--- src/rtl/fcs_pkg.sv ---
// Shared definitions for the call-frame backup stack: frame width helper and op encodings.
package fcs_pkg;

    typedef enum logic [1:0] {
        OP_NONE = 2'b00,
        OP_POP  = 2'b01,
        OP_PUSH = 2'b10,
        OP_SWAP = 2'b11
    } op_e;

    function automatic int frame_w(input int width, input int nregs);
        return (nregs + 1) * width;
    endfunction

endpackage

--- src/rtl/fcs_frame_ram.sv ---
// Frame storage: DEPTH x FRAME_W flop array, one synchronous write port, one asynchronous read port.
module fcs_frame_ram #(
    parameter int DEPTH = 8,
    parameter int FW    = 256,
    parameter int AW    = 3
) (
    input  logic          clk,
    input  logic          we,
    input  logic [AW-1:0] waddr,
    input  logic [FW-1:0] wdata,
    input  logic [AW-1:0] raddr,
    output logic [FW-1:0] rdata
);

    logic [FW-1:0] mem_q [DEPTH];

    // Storage is deliberately not reset; the top masks reads while empty.
    always_ff @(posedge clk) begin
        if (we) begin
            mem_q[waddr] <= wdata;
        end
    end

    assign rdata = mem_q[raddr];

endmodule

--- src/rtl/frame_cache_stack.sv ---
// Call-frame backup stack: push/pop/swap of {RA, register snapshot} with depth tracking,
// sticky error flags, a high-water mark and a combinational top-of-stack read path.
module frame_cache_stack
    import fcs_pkg::*;
#(
    parameter int WIDTH = 16,
    parameter int NREGS = 15,
    parameter int DEPTH = 8
) (
    input  logic                       clk,
    input  logic                       reset,
    input  logic                       backup,
    input  logic                       restore,
    input  logic                       clr_err,
    input  logic [WIDTH-1:0]           ra_in,
    input  logic [NREGS*WIDTH-1:0]     regs_in,
    output logic [WIDTH-1:0]           ra_out,
    output logic [NREGS*WIDTH-1:0]     regs_out,
    output logic [$clog2(DEPTH+1)-1:0] depth,
    output logic [$clog2(DEPTH+1)-1:0] max_depth,
    output logic                       full,
    output logic                       empty,
    output logic                       overflow,
    output logic                       underflow,
    output logic                       ack
);

    localparam int FW = frame_w(WIDTH, NREGS);
    localparam int DW = $clog2(DEPTH + 1);
    localparam int AW = $clog2(DEPTH);
    localparam logic [DW-1:0] ONE   = DW'(1);
    localparam logic [DW-1:0] D_MAX = DW'(DEPTH);

    logic [DW-1:0] depth_q, depth_d;
    logic [DW-1:0] max_q, max_d, max_base;
    logic          ovf_q, ovf_d;
    logic          udf_q, udf_d;
    logic          ack_q, ack_d;
    logic          is_full, is_empty;
    op_e           op;
    logic          we;
    logic [AW-1:0] waddr, raddr;
    logic [FW-1:0] rdata;

    assign is_full  = (depth_q == D_MAX);
    assign is_empty = (depth_q == '0);

    always_comb begin
        op       = op_e'({backup, restore});
        depth_d  = depth_q;
        we       = 1'b0;
        waddr    = AW'(depth_q);
        ack_d    = 1'b0;
        ovf_d    = clr_err ? 1'b0 : ovf_q;
        udf_d    = clr_err ? 1'b0 : udf_q;
        case (op)
            OP_PUSH: begin
                if (!is_full) begin
                    we      = 1'b1;
                    depth_d = depth_q + ONE;
                    ack_d   = 1'b1;
                end else begin
                    ovf_d = 1'b1;
                end
            end
            OP_POP: begin
                if (!is_empty) begin
                    depth_d = depth_q - ONE;
                    ack_d   = 1'b1;
                end else begin
                    udf_d = 1'b1;
                end
            end
            OP_SWAP: begin
                // Swap on an empty stack degenerates to a push into slot 0.
                we    = 1'b1;
                ack_d = 1'b1;
                if (!is_empty) begin
                    waddr = AW'(depth_q - ONE);
                end else begin
                    depth_d = ONE;
                end
            end
            default: ;
        endcase
        max_base = clr_err ? '0 : max_q;
        max_d    = (depth_d > max_base) ? depth_d : max_base;
    end

    always_ff @(posedge clk or posedge reset) begin
        if (reset) begin
            depth_q <= '0;
            max_q   <= '0;
            ovf_q   <= 1'b0;
            udf_q   <= 1'b0;
            ack_q   <= 1'b0;
        end else begin
            depth_q <= depth_d;
            max_q   <= max_d;
            ovf_q   <= ovf_d;
            udf_q   <= udf_d;
            ack_q   <= ack_d;
        end
    end

    assign raddr = AW'(depth_q - ONE);

    fcs_frame_ram #(
        .DEPTH (DEPTH),
        .FW    (FW),
        .AW    (AW)
    ) u_ram (
        .clk   (clk),
        .we    (we),
        .waddr (waddr),
        .wdata ({ra_in, regs_in}),
        .raddr (raddr),
        .rdata (rdata)
    );

    assign ra_out    = is_empty ? '0 : rdata[FW-1 -: WIDTH];
    assign regs_out  = is_empty ? '0 : rdata[NREGS*WIDTH-1:0];
    assign depth     = depth_q;
    assign max_depth = max_q;
    assign full      = is_full;
    assign empty     = is_empty;
    assign overflow  = ovf_q;
    assign underflow = udf_q;
    assign ack       = ack_q;

endmodule

--- config.mk ---
export PLATFORM = sky130hd
export DESIGN_NAME = frame_cache_stack
export DESIGN_NICKNAME = d
export VERILOG_FILES = /design/src/rtl/fcs_pkg.sv /design/src/rtl/fcs_frame_ram.sv /design/src/rtl/frame_cache_stack.sv
export SDC_FILE = /design/constraint.sdc
export NUM_CORES = 2
export LEC_CHECK = 0
export CELL_PAD_IN_SITES_DETAIL_PLACEMENT = 0
export CELL_PAD_IN_SITES_GLOBAL_PLACEMENT = 2
export CORE_MARGIN = 2
export CORE_UTILIZATION = 51
export DETAILED_ROUTE_END_ITERATION = 10
export MAX_ROUTING_LAYER = met4
export PLACE_DENSITY = 0.95
export SYNTH_ARGS = -nofsm -noshare
export SYNTH_HDL_FRONTEND = slang
export SYNTH_SLANG_ARGS = --single-unit
--- constraint.sdc ---
create_clock -name clk -period 30 [get_ports clk]
set_input_delay 6 -clock clk [delete_from_list [all_inputs] [get_ports clk]]
set_output_delay 6 -clock clk [all_outputs]
set_load 0.01 [all_outputs]
# Word level (Yosys, flattened, before mapping)

Memories as Yosys holds them, arrays and structs flattened.
Cells that the tools add are included.

Equal/unequal tests: 4
Reduce and logical (&&, ||, !) cells: 1
Mux-type cells: 22
Add/subtract/negate cells: 2
Magnitude comparators: 1

Operators with widths:

| operator                                            | number |
|---|---|
| 2-to-1 mux 240 bit                                  | 1 |
| 2-to-1 mux 4 bit                                    | 5 |
| 2-to-1 mux 16 bit                                   | 1 |
| one-hot mux 4 bit (3 select lines)                  | 1 |
| 2-to-1 mux 1 bit                                    | 10 |
| 2-to-1 mux 3 bit                                    | 2 |
| adder 4 x 1 -> 4 bit, second input constant         | 1 |
| equality test 2 bit, second input constant          | 2 |
| equality test 4 bit, second input constant          | 1 |
| greater-than comparator 4 bit                       | 1 |
| zero test 4 bit                                     | 1 |
| subtractor 4 x 1 -> 4 bit, second input constant    | 1 |
| one-hot mux 1 bit (3 select lines)                  | 1 |
| equality test 2 x 1 -> 1 bit, second input constant | 1 |
| one-hot mux 1 bit (2 select lines)                  | 1 |

Input bits: 261
Memories: 1
Bits in registers: 11
Bits in writable memories: 2,048
Output and inout bits: 269
Logic and storage cells: 36

Memories:

| name        | depth | bits a word | read ports | clocked after Yosys merged registers in | wr ports | line                | source |
|---|---|---|---|---|---|---|---|
| u_ram.mem_q | 8     | 256         | 1          | 0                                       | 1        | fcs_frame_ram.sv:15 | `logic [FW-1:0] mem_q [DEPTH];` |

# Longest topological paths before layout

Depth in word-level cells: 5
Depth in mapped cells: 19
Gate-level depth less buffers: 14

# Modules after synthesis

Synthesis repeated with hierarchy kept, for this count alone.

Cells, all modules: 3,351
Area, all modules: 79,456.2 µm²

Modules (own cells, without submodules):

| module            | sequential area each (µm²) | times used | area each (µm²) | cells an instance |
|---|---|---|---|---|
| fcs_frame_ram     | 61,499.0                   | 1          | 76,916.3        | 2,971 |
| frame_cache_stack | 275.3                      | 1          | 2,539.9         | 380 |

# Worst setup path before layout

No wires, ideal clock.

Kind: input -> register
Start: input restore
End: memory u_ram.mem_q[4][0], enable pin
Required time: 29,123 ps
Cell stages on the path: 5
Path slack: 11,754 ps
Path buffers: 1
Data arrival time: 17,369 ps
Library setup time: 877 ps
Cells stage by stage: buf_1 -> nand3_1 -> mux2_2 -> nand2_1 -> nor2_1

Cells in the longest elaborated chain, start to end: 4
Elaborated cells between the ends (all ways): 6
Those cells by class: eq/ne (2); mux (4)

Ends and longest elaborated chain:

| element                                | line                    | source |
|---|---|---|
| start, declared                        | frame_cache_stack.sv:13 | `input logic restore,` |
| equality test 2 bit                    | frame_cache_stack.sv:56 | `case (op)` |
| one-hot mux 1 bit (2 select lines)     | frame_cache_stack.sv:56 |  |
| 2-to-1 mux 1 bit                       | fcs_frame_ram.sv:19     | `if (we) begin` |
| 2-to-1 mux 1 bit (implied by the code) | fcs_frame_ram.sv:20     | `mem_q[waddr] <= wdata;` |
| end, declared                          | fcs_frame_ram.sv:15     |  |

Several ways; a longest one is shown, not always the timed one.

# Final worst setup path

Start: register depth_q[0] (netlist: depth[0])
End: output regs_out[96]

Cells in the longest elaborated chain, start to end: 3
Elaborated cells between the ends (all ways): 4
Those cells by class: add/sub (1); mux (1); reduce/logical (1); memory (1)

Ends and longest elaborated chain:

| element                   | line                     | source |
|---|---|---|
| start, declared           | frame_cache_stack.sv:34  | `logic [DW-1:0] depth_q, depth_d;` |
| start signal, assigned    | frame_cache_stack.sv:98  | `depth_q <= depth_d;` |
| subtractor 4 x 1 -> 4 bit | frame_cache_stack.sv:106 | `assign raddr = AW'(depth_q - ONE);` |
| memory (8 x 256 bit)      | -                        |  |
| 2-to-1 mux 240 bit (*)    | frame_cache_stack.sv:122 | `assign regs_out = is_empty ? '0 : rdata[NREGS*WIDTH-1:0];` |
| end, declared             | frame_cache_stack.sv:18  | `output logic [NREGS*WIDTH-1:0] regs_out,` |

Every way passes the cells marked *; elsewhere a longest branch is shown, timed or not.

==> run_results.csv <==
group,metric,value,unit
outcome,status,"finished, final reports clean",
logic_synthesis,ys_types,41,
logic_synthesis,yosysWarnings,0,
run,maxCapViolCount,0,
die,ios,530,
critical_path,reg2reg_to,"u_ram.mem_q[6][43]",
global_routing,grt_overflow,0,
critical_path,start_kind,"register",
sta,slew_violations,0,
die,core,0.150,mm^2
critical_path,worstPathMaxFanout,71,
logic_synthesis,synthArstFlopShare,0.534,%
clock_tree,ctsHoldBuffers,0,
critical_path,worst_ep_required_time,24.00,ns
detailed_routing,first_pass_iters,7,
global_routing,grt_pass1_wl,246,mm
critical_path,r2r_slack,23.65,ns
detailed_routing,drtAntennaViolNets,0,
logic_synthesis,syn_area,0.0769,mm^2
critical_path,crit_buf_inv,4,
clock_tree,clk_pin_slew,0.06,ns
critical_path,cp_slowest_cell,"dfrtp_4",
sta,worst_pin_slew,1.18,ns
die,die_w,392,um
die,start_util,51.4,%
detailed_routing,routed_wl,170,mm
sta,fin_tns_setup,0,ns
finish,syn2layout_area_growth,18.0,%
critical_path,cp.depth,7,
global_routing,grtUsageTotal,22.6,%
logic_synthesis,synth_fp_nets,3364,
detailed_routing,drc,0,
critical_path,rr_worst_depth,11,
sta,hold_violations,0,
critical_path,r2r_start,"depth[0]",
sta,slew_headroom,21.6,%
clock_tree,cts_made_buffers,195,
critical_path,cp-endpoint,"regs_out[96]",
global_routing,antenna_found_initial,40,
clock_tree,cts_buffer_depth,3,
clock_tree,cts_resized,0,
global_routing,grt_pass1_vias,36400,
power,p_per_area,116,mW/mm^2
logic_synthesis,synthCells,3096,
clock_tree,clk_latency,0.82,ns
clock_tree,cts_tree,"built",
logic_synthesis,ys_dominant_reg_cell,"edfxtp_1",
critical_path,crit_type,"reg -> out",
sta,max_freq,0.0826,GHz
die,die_h,392,um
sta,layout_min_cycle_time,12.11,ns
power,power,10.5,mW
critical_path,crit_chain,"inv_1 -> ha_4 -> buf_4 -> buf_4 -> mux4_2 -> a22o_1 -> clkdlybuf4s50_1",
detailed_routing,dr.first_iter.drc_count,3177,
critical_path,cp_data_arrival_time,6.11,ns
finish,final_layout_size_suffix_gt1_share,21.9,%
finish,most-common-layout-cells,"2048 x edfxtp_1, 529 x clkdlybuf4s50_1, 512 x mux4_2",
clock_tree,cts_max_level,4,
critical_path,end_kind,"output port",
finish,final_common_cell,"edfxtp_1",
min_path,hold_path_class,"reg -> reg",
logic_synthesis,ys_ff_latch,2059,
detailed_routing,num_vias,35600,
detailed_routing,avgViaCountPerCell,6.00,
global_routing,grt_max_degree,150,
logic_synthesis,synth_edf_count,2048,
die,die_area,0.154,mm^2
place,dp_hpwl,89.8,mm
finish,fin_nets,3976,
critical_path,startpoint,"depth[0]",
power,peakVddDrop,0.000147,V
finish,fillers,9890,
place,io_buffer_count,529,
clock_tree,cts-root-buf,"clkbuf_16",
sta,fin_crit_sh,40.4,%
detailed_routing,avgRoutedWirePerCell,28.6,um
logic_synthesis,yosysSeqAreaShare,80.3,%
critical_path,critPathMaxStageDelay,0.93,ns
finish,ff_latch_area,0.0618,mm^2
sta,skew,0.0446,ns
clock_tree,cts_setup_buffers,0,
critical_path,crit_family,"buffers and inverters",
logic_synthesis,syn_avg_cell_area,24.9,um^2
sta,setup_violations,0,
critical_path,cpMostUsedCell,"buf_4",
clock_tree,cts.sinks,2059,
finish,multi_input_area,0.0144,mm^2
sta,rsz0062_at_grt,"false",
power,leakagePower,28.7,nW
die,rows,142,
place,place_congestion,0.763,
-- registers in the layout, indices dropped and copies added, names as in the netlist --
signal       flops
overflow         1
underflow        1
depth            4
max_depth        4
u_ram.mem_q   2048
ack              1
-- routing by layer --
metal	up-vias	GRT usage (%)	wire [um]
li1	14800	-	-
met1	19000	29.7	66500
met2	1486	35.2	85000
met3	237	5.53	14000
met4	0	7.02	4300
met5	-	-	0
-- cell usage after synthesis (2+ instances only) --
master	number	area (um^2)
a21o_1	3	22.5
mux2_2	2	22.5
mux4_2	512	11500
a21oi_1	5	25.0
nor2b_1	5	31.3
nand3_1	3	15.0
ha_1	7	87.6
buf_2	48	240
buf_4	16	120
o21ai_1	2	10.0
nand2_1	12	45.0
dfrtp_1	11	275
mux2i_1	3	30.0
xnor2_1	2	17.5
a22o_1	256	2240
nand2b_1	4	25.0
edfxtp_1	2048	61500
o21ai_0	5	25.0
buf_6	4	45.0
nand3b_1	2	15.0
buf_1	28	105
inv_1	10	37.5
clkbuf_1	79	297
nor2_1	12	45.0
-- logic make-up after synthesis --
family	Yosys count	share of synthesized area [%]
compound gates	279	3.10
buf+inv	186	1.11
fa+ha+maj	7	0.114
xor+xnor	2	0.0228
simple gates	46	0.309
mux	517	15.1
flops	2059	80.3
-- worst min path at each step --
stage | from | endpoint | slack, ns | cells after the start
2_1_floorplan | overflow | overflow | 0.55 | 2
3_3_place_gp | overflow | overflow | 0.51 | 2
3_5_place_dp | overflow | overflow | 0.51 | 2
4_1_cts | overflow | overflow | 0.53 | 2
5_1_grt | overflow | overflow | 0.55 | 2
6_report | overflow | overflow | 0.52 | 2
-- area by class of cell --
cell class                      instances  share of cell area, %
Tap cell                             2016                   2.78
Clock inverter                        106                   1.07
Clock buffer                          255                   5.67
Inverter                               10                 0.0413
Antenna cell                           41                  0.113
Multi-Input combinational cell        851                   15.9
Timing Repair Buffer                  591                   6.43
Sequential cell                      2059                   68.0
-- per-stage QoR --
step                hold slack (ns)  instances  utilization, %  instance area (um^2)  setup WS [ns]
floorplan                     0.549       3096               -                 76900          11.75
global placement              0.512       5527            56.5                 84600          18.64
detailed placement            0.514       5527            56.5                 84600          18.57
CTS                           0.526       5888            60.6                 90700          17.67
global route                  0.552       5926            60.6                 90800          17.34
finish                        0.521       5929            60.6                 90800          17.89
-- report_power, final --
group | switching [mW] | internal, mW | leakage [nW]
Sequential | 0.120 | 3.70 | 18.7
Combinational | 2.25 | 2.11 | 6.98
Clock | 1.03 | 1.32 | 2.97
Total | 3.40 | 7.13 | 28.7
-- worst register-to-register path: stages, from the launching register on --
cell and delay, ns:
dfrtp_4 0.76, inv_1 0.30, ha_4 0.24, or3b_1 0.49, ha_1 0.37, nand2_1 0.07
o31ai_1 0.11, nand2_1 0.21, nor2_4 0.83, buf_4 0.81, buf_4 0.81, buf_4 0.89
Power figures use the tool's default switching activity.
